--- config.mk ---
export PLATFORM = sky130hd
export DESIGN_NAME = seven_seg_scan_ctrl
export DESIGN_NICKNAME = d
export VERILOG_FILES = /design/src/rtl/seven_seg_scan_ctrl.sv
export SDC_FILE = /design/constraint.sdc
export NUM_CORES = 1
export LEC_CHECK = 0
export ABC_AREA = 0
export BUFFER_PORTS_ARGS = -buffer_cell sky130_fd_sc_hd__buf_2
export CAP_MARGIN = 0
export CORE_MARGIN = 2
export CORE_UTILIZATION = 40
export CTS_BUF_LIST = sky130_fd_sc_hd__clkbuf_4 sky130_fd_sc_hd__clkbuf_8 sky130_fd_sc_hd__clkbuf_16
export DETAILED_ROUTE_END_ITERATION = 16
export GPL_TIMING_DRIVEN = 0
export PLACE_DENSITY = 0.66
export REMOVE_ABC_BUFFERS = 1
export SYNTH_ARGS = -nofsm -noshare
export SYNTH_HDL_FRONTEND = slang
export SYNTH_SLANG_ARGS = --single-unit
--- constraint.sdc ---
create_clock -name clk -period 4.64 [get_ports clk]
set_input_delay 0.464 -clock clk [delete_from_list [all_inputs] [get_ports clk]]
set_output_delay 0.464 -clock clk [all_outputs]
set_load 0.03 [all_outputs]
--- src/rtl/seven_seg_scan_ctrl.sv ---
// seven_seg_scan_ctrl
// Memory-mapped 4-digit multiplexed seven-segment display controller.
// Software writes a DATA register (four hex nibbles plus four decimal
// points) and a CTRL register (ENABLE, LZ_BLANK). The scanner drives one
// digit at a time for SCAN_DIV clocks, with registered, glitch-free
// active-low anode and cathode outputs.
// Optional feature: define SSEG_GHOST_BLANK_EN to insert BLANK_CYC
// all-off cycles between digit slots to suppress ghosting.
module seven_seg_scan_ctrl #(
  parameter int          SCAN_DIV  = 25000,
  parameter int          BLANK_CYC = 500,
  parameter logic [31:0] DATA_ADDR = 32'h1100C010,
  parameter logic [31:0] CTRL_ADDR = 32'h1100C014
) (
  input  logic        clk,
  input  logic        RST_N,
  input  logic [31:0] iobus_addr,
  input  logic [31:0] iobus_out,
  input  logic        iobus_wr,
  output logic [31:0] iobus_in,
  output logic [7:0]  segs,
  output logic [3:0]  an
);

  // One counter serves both the SHOW and BLANK dwell times.
  localparam int CNT_MAX = (SCAN_DIV > BLANK_CYC) ? SCAN_DIV : BLANK_CYC;
  localparam int CNT_W   = (CNT_MAX > 2) ? $clog2(CNT_MAX) : 1;
  localparam logic [CNT_W-1:0] CNT_ZERO  = CNT_W'(0);
  localparam logic [CNT_W-1:0] CNT_ONE   = CNT_W'(1);
  localparam logic [CNT_W-1:0] SCAN_LAST = CNT_W'(SCAN_DIV - 1);
`ifdef SSEG_GHOST_BLANK_EN
  localparam logic [CNT_W-1:0] BLANK_LAST = CNT_W'(BLANK_CYC - 1);
`endif

  typedef enum logic [1:0] {
    S_IDLE  = 2'd0,
    S_SHOW  = 2'd1,
    S_BLANK = 2'd2
  } state_e;

  state_e           state_q;
  logic [CNT_W-1:0] cnt_q;
  logic [1:0]       idx_q;
  logic [1:0]       idx_nxt_s;
  logic [3:0]       an_q;
  logic [7:0]       segs_q;
  logic [19:0]      data_q;
  logic [19:0]      data_d;
  logic [1:0]       ctrl_q;
  logic [1:0]       ctrl_d;
  logic             enable_s;
  logic             lz_blank_s;
  logic             unused_s;

  assign enable_s   = ctrl_q[0];
  assign lz_blank_s = ctrl_q[1];
  assign idx_nxt_s  = idx_q + 2'd1;
  assign unused_s   = ^iobus_out[31:20];

  // Hex nibble to active-low a..g pattern (bit0 = a, bit6 = g).
  function automatic logic [6:0] hex_to_seg(input logic [3:0] nib);
    logic [6:0] seg;
    case (nib)
      4'h0:    seg = 7'b100_0000;
      4'h1:    seg = 7'b111_1001;
      4'h2:    seg = 7'b010_0100;
      4'h3:    seg = 7'b011_0000;
      4'h4:    seg = 7'b001_1001;
      4'h5:    seg = 7'b001_0010;
      4'h6:    seg = 7'b000_0010;
      4'h7:    seg = 7'b111_1000;
      4'h8:    seg = 7'b000_0000;
      4'h9:    seg = 7'b001_0000;
      4'hA:    seg = 7'b000_1000;
      4'hB:    seg = 7'b000_0011;
      4'hC:    seg = 7'b100_0110;
      4'hD:    seg = 7'b010_0001;
      4'hE:    seg = 7'b000_0110;
      4'hF:    seg = 7'b000_1110;
      default: seg = 7'b111_1111;
    endcase
    return seg;
  endfunction

  // Anode/cathode image {an, segs} for digit idx, captured at slot entry.
  // With leading-zero blanking, a digit is dark when it and every higher
  // digit are zero; digit 0 is always shown.
  function automatic logic [11:0] slot_image(input logic [19:0] data,
                                             input logic        lz,
                                             input logic [1:0]  idx);
    logic [3:0] nib;
    logic       dp;
    logic       blank;
    logic [3:0] an_sel;
    case (idx)
      2'd0: begin
        nib = data[3:0];   dp = data[16]; blank = 1'b0;
        an_sel = 4'b1110;
      end
      2'd1: begin
        nib = data[7:4];   dp = data[17]; blank = lz && (data[15:4] == 12'h000);
        an_sel = 4'b1101;
      end
      2'd2: begin
        nib = data[11:8];  dp = data[18]; blank = lz && (data[15:8] == 8'h00);
        an_sel = 4'b1011;
      end
      2'd3: begin
        nib = data[15:12]; dp = data[19]; blank = lz && (data[15:12] == 4'h0);
        an_sel = 4'b0111;
      end
      default: begin
        nib = 4'h0; dp = 1'b0; blank = 1'b1;
        an_sel = 4'b1111;
      end
    endcase
    if (blank) begin
      return {4'hF, 8'hFF};
    end else begin
      return {an_sel, ~dp, hex_to_seg(nib)};
    end
  endfunction

  // Register write decode: only the addressed register's defined bits change.
  always_comb begin
    data_d = data_q;
    ctrl_d = ctrl_q;
    if (iobus_wr && (iobus_addr == DATA_ADDR)) begin
      data_d = iobus_out[19:0];
    end else begin
      data_d = data_q;
    end
    if (iobus_wr && (iobus_addr == CTRL_ADDR)) begin
      ctrl_d = iobus_out[1:0];
    end else begin
      ctrl_d = ctrl_q;
    end
  end

  // DATA and CTRL storage.
  always_ff @(posedge clk or negedge RST_N) begin
    if (!RST_N) begin
      data_q <= 20'h0_0000;
      ctrl_q <= 2'b00;
    end else begin
      data_q <= data_d;
      ctrl_q <= ctrl_d;
    end
  end

  // Combinational readback; zero for any unmapped address.
  always_comb begin
    iobus_in = 32'h0000_0000;
    if (iobus_addr == DATA_ADDR) begin
      iobus_in = {12'h000, data_q};
    end else if (iobus_addr == CTRL_ADDR) begin
      iobus_in = {30'h0000_0000, ctrl_q};
    end else begin
      iobus_in = 32'h0000_0000;
    end
  end

  // Scan FSM with registered outputs; slot images use pre-write register values.
  always_ff @(posedge clk or negedge RST_N) begin
    if (!RST_N) begin
      state_q <= S_IDLE;
      cnt_q   <= CNT_ZERO;
      idx_q   <= 2'd0;
      an_q    <= 4'hF;
      segs_q  <= 8'hFF;
    end else begin
      case (state_q)
        S_IDLE: begin
          cnt_q <= CNT_ZERO;
          idx_q <= 2'd0;
          if (enable_s) begin
            state_q         <= S_SHOW;
            {an_q, segs_q}  <= slot_image(data_q, lz_blank_s, 2'd0);
          end else begin
            state_q <= S_IDLE;
            an_q    <= 4'hF;
            segs_q  <= 8'hFF;
          end
        end

        S_SHOW: begin
          if (!enable_s) begin
            state_q <= S_IDLE;
            cnt_q   <= CNT_ZERO;
            idx_q   <= 2'd0;
            an_q    <= 4'hF;
            segs_q  <= 8'hFF;
          end else if (cnt_q == SCAN_LAST) begin
            cnt_q <= CNT_ZERO;
            idx_q <= idx_nxt_s;
`ifdef SSEG_GHOST_BLANK_EN
            state_q <= S_BLANK;
            an_q    <= 4'hF;
            segs_q  <= 8'hFF;
`else
            state_q         <= S_SHOW;
            {an_q, segs_q}  <= slot_image(data_q, lz_blank_s, idx_nxt_s);
`endif
          end else begin
            cnt_q <= cnt_q + CNT_ONE;
          end
        end

        S_BLANK: begin
`ifdef SSEG_GHOST_BLANK_EN
          if (!enable_s) begin
            state_q <= S_IDLE;
            cnt_q   <= CNT_ZERO;
            idx_q   <= 2'd0;
            an_q    <= 4'hF;
            segs_q  <= 8'hFF;
          end else if (cnt_q == BLANK_LAST) begin
            state_q         <= S_SHOW;
            cnt_q           <= CNT_ZERO;
            {an_q, segs_q}  <= slot_image(data_q, lz_blank_s, idx_q);
          end else begin
            cnt_q <= cnt_q + CNT_ONE;
          end
`else
          state_q <= S_IDLE;
          cnt_q   <= CNT_ZERO;
          idx_q   <= 2'd0;
          an_q    <= 4'hF;
          segs_q  <= 8'hFF;
`endif
        end

        default: begin
          state_q <= S_IDLE;
          cnt_q   <= CNT_ZERO;
          idx_q   <= 2'd0;
          an_q    <= 4'hF;
          segs_q  <= 8'hFF;
        end
      endcase
    end
  end

  assign an   = an_q;
  assign segs = segs_q;

endmodule

==> flow_metrics.py, run 1 <==
metrics = {
    "run_status": {
        "outcome": "complete, no violations",
    },
    "cells_and_area": {
        "seqCellArea_sq_um": 1320,
        "fill_cells": 828,
        "multi_input_area_sq_um": 1800,
        "syn2layout_area_growth_pct": 16.6,
        "final_area_sq_um": 3830,
        "final_cells": 519,
        "drive_gt1_share_pct": 33.1,
        "diodes": 0,
        "fin_nets": 498,
        "layout_commonest_cell": "buf_2",
        "mostFrequentLayoutCells": "86 x buf_2, 40 x dfrtp_1, 23 x nor2_1",
    },
    "detailed_routing": {
        "via_count": 2732,
        "viasPerCell": 5.26,
        "dr.pass1.iters": 6,
        "drtIter0Drc": 179,
        "routedWlPerCell_um": 14.4,
        "antenna_left": 0,
        "wirelength_mm": 7.47,
        "drc": 0,
    },
    "cts": {
        "clock_tree.root_cell": "clkbuf_8",
        "post_cts_buffers": 0,
        "path_clk_slew_ns": 0.11,
        "cts_made_buffers": 5,
        "clkLatencyLatePin_ns": 0.32,
        "postCtsHoldBufs": 0,
        "clk_path_buf_depth": 2,
        "tritoncts": "yes",
        "htreeDepth": 2,
        "cts_sinks": 52,
        "cts_resized": 0,
    },
    "critical_path": {
        "crit_path_start_kind": "register",
        "crit_chain": "inv_1 -> ha_1 -> a222oi_1 -> mux2i_1 -> and2_1 -> a2111oi_0 -> o21ai_0",
        "worst_ep_arrival_time_ns": 3.06,
        "cp-end-kind": "register",
        "crit_slowest_cell": "a222oi_1",
        "critPathMaxStageDelay_ns": 0.64,
        "cp.required_ns": 4.86,
        "critical_path.max_fanout": 6,
        "path_class": "reg -> reg",
    },
    "timing": {
        "hold_viol_final": 0,
        "slew_viol_final": 0,
        "finalSetupTns_ns": 0,
        "setup_violations": 0,
        "fin_worst_skew_ns": 0.0136,
        "tightest_slew_ns": 1.14,
        "relSlewSlack_pct": 24.1,
        "rsz0062_at_grt": "no",
        "post-route-min-period_ns": 2.84,
        "fmax_mhz": 352,
        "finalCritPeriodShare_pct": 61.2,
    },
    "placed_design": {
        "placedCellCount": 511,
        "dpl_cell_area_sq_um": 3730,
        "place_congestion": 0.863,
        "hpwl_mm": 5.65,
        "port_buffers": 86,
    },
    "global_route": {
        "grt_usage_pct": 17.3,
        "first_global_vias": 2546,
        "grt_pass1_wl_mm": 12.5,
        "antenna_found_initial": 0,
        "overflow": 0,
        "grt_max_degree": 53,
    },
    "logic_synthesis": {
        "synth_edf_count": 0,
        "ys_seq_elements": 52,
        "synth-seq-area-share_pct": 40.1,
        "synthFlopType": "dfrtp_1",
        "avgSynthCellArea_sq_um": 9.83,
        "ys_warn_count": 0,
        "synth_cell_type_count": 60,
        "syn_inst": 334,
        "syn_area_sq_um": 3280,
        "async_flop_share_pct": 100,
    },
    "power": {
        "power_leakage_nw": 1.87,
        "powerDensity_nw_per_um2": 203,
        "ir_worst_vdd_mv": 0.108,
        "p_total_uw": 778,
    },
    "die": {
        "die-area_sq_um": 8950,
        "ios": 111,
        "die_w_um": 94.6,
        "row_count": 33,
        "die_h_um": 94.6,
        "fp.coreArea_sq_um": 8090,
        "start_util_pct": 40.6,
    },
    "min_path": {
        "hp-class": "in -> async",
    },
    "job": {
        "drv_cap": 0,
    },
}
sequential cells by signal, indices dropped and copies added, names as in the netlist:
| name | count |
|---|---|
| segs | 8 |
| data_q | 20 |
| an | 4 |
| idx_q | 2 |
| ctrl_q | 2 |
| cnt_q | 15 |
| state_q | 1 |
critical path, delay by kind of cell, from the launching register on:
kind                       cells  cell delay (ns)
buffers and inverters          1             0.10
DFF                            1             0.41
AOI/OAI and AO/OA              3             1.32
and+or+nand+nor                1             0.28
muxes                          1             0.33
adders and majority gates      1             0.30
synth_stat cells, types with 2 or more instances:
cell type  number  share of area [%]
nand3_1        12                1.8
mux2i_1         4                1.2
inv_1          12                1.4
buf_4          13                3.0
nand2b_1        3               0.57
a211o_1         2               0.53
clkbuf_1        8               0.91
o21ai_0        16                2.4
a22o_1          2               0.53
a222oi_1        4                1.2
and2_1         21                4.0
nor2_1         23                2.6
or3_1           2               0.38
a21oi_1        13                2.0
nor4b_1         2               0.53
dfstp_2        12                9.6
ha_1           18                6.9
o211ai_1        3               0.69
nor4_1          6                1.1
dfrtp_1        40                 30
buf_2           3               0.46
nor2b_1         2               0.38
nor3b_1         3               0.69
nand2_1        18                2.1
o31ai_1         4               0.91
o21a_1          2               0.46
nand4_1         3               0.57
o22ai_1         3               0.57
or4_1           4               0.91
and3_1          3               0.57
xor2_1          6                1.6
xnor2_1         7                1.9
mux2_2         21                7.2
nor3_1          7                1.1
a211oi_1        3               0.69
or2_2           2               0.38
a31oi_1         4               0.76
logic make-up (layout without fill, tap and decap cells):
| family | count (synthesis) | in the layout | synth area share (%) |
|---|---|---|---|
| simple gates | 119 | 119 | 20.5 |
| flops | 52 | 52 | 40.1 |
| compound gates | 67 | 67 | 13.9 |
| other cells | 1 | 12 | 0.114 |
| fa+ha+maj | 18 | 18 | 6.86 |
| mux | 25 | 25 | 8.42 |
| buf+inv | 39 | 108 | 6.63 |
| xor+xnor | 13 | 13 | 3.47 |
metrics by stage:
step / util, % / setup slack (ns) / hold slack [ns]
4_1_cts: 47.3 / 1.90 / 0.373
6_report: 47.3 / 1.80 / 0.366
3_5_place_dp: 46.1 / 1.77 / 0.476
5_1_grt: 47.3 / 1.54 / 0.371
3_3_place_gp: 45.9 / 0.749 / 0.477
2_1_floorplan: - / 1.66 / 0.168
power breakdown:
| part | internal, mW | switching, mW |
|---|---|---|
| Combinational | 0.0174 | 0.0286 |
| Sequential | 0.453 | 0.00000855 |
| Clock | 0.111 | 0.167 |
final timing paths:
path / cells after the start / end / slack, ns / from
min in group clk: 2 / data_q[10] / 0.38 / iobus_out[10]
worst min register to register: 2 / segs[2] / 0.48 / segs[2]
worst min-delay path: 1 / ctrl_q[0] / 0.37 / RST_N
worst max register to register: 7 / segs[2] / 1.80 / idx_q[0]
max in group asynchronous: 1 / data_q[1] / 3.58 / RST_N
worst max-delay path: 7 / segs[2] / 1.80 / idx_q[0]
layer usage:
| metal | share of wire, % | GRT usage, % |
|---|---|---|
| met1 | 46 | 23.5 |
| met2 | 48 | 29.0 |
| met3 | 5.1 | 4.07 |
| met4 | 0.56 | 2.17 |
| met5 | 0 | 0 |
final cells by class:
class,instances,share of cell area [%]
clock buffer,5,1.80
clock inverter,3,0.686
inverter,13,1.27
multi-input combinational,254,46.9
sequential,52,34.4
tap,105,3.43
timing repair buffer,87,11.5
Power figures use the tool's default switching activity.
==> run 2: changes to the inputs <==
clock period = 2.8 ns   (was 4.64 ns; I/O delays follow)
==> run 2 against run 1 <==
  * Setup slack lost 1.6 ns
  * Worst hold slack got worse by 0.18 ns
  * Via count is 0.77% higher
  * Core utilization increased by 0.60 points
  * Clock power is 65% higher
  * Clock-buffer cell count did not move
  * Total power is 66% higher
  * Critical path depth up 3
  * Die area stayed put
  * Register-to-register slack lost 1.6 ns
  * First-iteration DRC count up 8.4%
  * Critical path type unchanged
  * Critical endpoint is now segs[3]
  * Largest power group unchanged
  * Highest routed layer unchanged
==> flow_metrics.py, run 2 (synthesized netlist as in run 1, its figures left out) <==
metrics = {
    "run_status": {
        "outcome": "complete, no violations",
    },
    "die": {
        "fp.coreArea_sq_um": 8090,
        "row_count": 33,
        "die_w_um": 94.6,
        "die-area_sq_um": 8950,
        "die_h_um": 94.6,
        "start_util_pct": 40.6,
        "ios": 111,
    },
    "cts": {
        "tritoncts": "yes",
        "path_clk_slew_ns": 0.11,
        "cts_made_buffers": 5,
        "postCtsHoldBufs": 0,
        "htreeDepth": 2,
        "clk_path_buf_depth": 2,
        "clock_tree.root_cell": "clkbuf_8",
        "cts_sinks": 52,
        "clkLatencyLatePin_ns": 0.32,
    },
    "critical_path": {
        "crit_chain": "inv_1 -> ha_1 -> a222oi_1 -> mux2i_4 -> inv_1 -> ha_2 -> nand2_1 -> a31o_2 -> a32o_1 -> a21oi_1",
        "critPathMaxStageDelay_ns": 0.52,
        "critical_path.max_fanout": 6,
        "crit_path_start_kind": "register",
        "crit_path_frequent_cell": "inv_1",
        "critical_path_buf_inv_count": 2,
        "cp-end-kind": "register",
        "crit_slowest_cell": "a222oi_1",
        "cp_top_family": "compound AO/OA/AOI/OAI gates",
        "cp.required_ns": 3.06,
        "path_class": "reg -> reg",
        "worst_ep_arrival_time_ns": 2.88,
    },
    "min_path": {
        "hp-class": "in -> async",
    },
    "cells_and_area": {
        "largest_reg_flops": 20,
        "mostFrequentLayoutCells": "86 x buf_2, 40 x dfrtp_1, 23 x nor2_1",
        "drive_gt1_share_pct": 34.9,
        "fin_nets": 499,
        "post-route-util_pct": 47.9,
        "syn2layout_area_growth_pct": 18.1,
        "layout_commonest_cell": "buf_2",
        "top_register": "data_q",
        "diodes": 0,
    },
    "detailed_routing": {
        "wl_met1_mm": 3.40,
        "antenna_left": 0,
        "dr.pass1.iters": 4,
        "wirelength_mm": 7.53,
        "wl_met3_um": 438,
        "routedWlPerCell_um": 14.5,
        "viasPerCell": 5.29,
        "drtIter0Drc": 194,
        "drc": 0,
        "wl_met2_mm": 3.64,
        "via_count": 2753,
        "highest-signal-layer": "met4",
    },
    "timing": {
        "finalCritPeriodShare_pct": 93.8,
        "hold_viol_final": 0,
        "post-route-min-period_ns": 2.63,
        "slew_viol_final": 0,
        "fmax_mhz": 381,
        "fin_worst_skew_ns": 0.0141,
        "tightest_slew_ns": 1.14,
        "setup_violations": 0,
        "relSlewSlack_pct": 23.8,
        "fin_ws_ns": 0.174,
        "rsz0062_at_grt": "no",
    },
    "global_route": {
        "grt_pass1_wl_mm": 12.5,
        "grt_max_degree": 53,
        "overflow": 0,
        "antenna_found_initial": 0,
        "grt_usage_pct": 17.3,
        "first_global_vias": 2546,
    },
    "placed_design": {
        "dpl_worst_slack_ns": 0.104,
        "place_congestion": 0.863,
        "port_buffers": 86,
        "hpwl_mm": 5.65,
    },
    "power": {
        "powerDensity_nw_per_um2": 332,
        "power_leakage_nw": 1.87,
        "ir_worst_vdd_mv": 0.180,
        "p_total_mw": 1.29,
    },
    "job": {
        "drv_cap": 0,
    },
}
==> run 2: layout make-up <==
type | instances | area [sq um]
Tap cell | 105 | 131
Fill cell | 824 | 4220
Inverter | 13 | 52.6
Multi-Input combinational cell | 254 | 1830
Clock buffer | 5 | 68.8
Clock inverter | 3 | 26.3
Timing Repair Buffer | 88 | 449
Sequential cell | 52 | 1320
==> run 2: metrics by stage <==
| step | hold slack (ns) | TNS (ns) | cells | instance area [sq um] |
|---|---|---|---|---|
| after floorplan | -0.0156 | 0 | 319 | 3160 |
| after global placement | 0.477 | -22.79 | 510 | 3720 |
| after detailed placement | 0.476 | 0 | 511 | 3730 |
| after CTS | 0.189 | 0 | 519 | 3830 |
| after global routing | 0.187 | 0 | 520 | 3880 |
| final | 0.185 | 0 | 520 | 3880 |
==> run 2: report_power, final <==
part / internal [mW] / switching (mW) / total [mW]
combinational: 0.0288 / 0.0473 / 0.0761
sequential: 0.751 / 0.0000142 / 0.752
clock: 0.185 / 0.276 / 0.460
total: 0.965 / 0.323 / 1.29
==> run 2: worst paths after layout <==
check                               from          to  slack [ns]  depth (start not counted)
max                             idx_q[0]     segs[3]        0.17                         10
min                                RST_N   ctrl_q[0]        0.18                          1
max reg2reg                     idx_q[0]     segs[3]        0.17                         10
min reg2reg                      segs[2]     segs[2]        0.48                          2
max in group asynchronous          RST_N   data_q[0]        1.91                          1
min in group clk           iobus_out[18]  data_q[18]        0.19                          2
==> run 2: timing repair <==
action,4_1_cts,5_1_grt
resized for setup,0,10
buffers inserted,0,1
endpoints found under the setup margin,0,4
==> run 2: routing by layer <==
metal,GRT usage [%],vias up
met5,0,-
met4,2.17,0
met3,4.07,6
met2,29.0,87
met1,23.5,1323
li1,-,1337
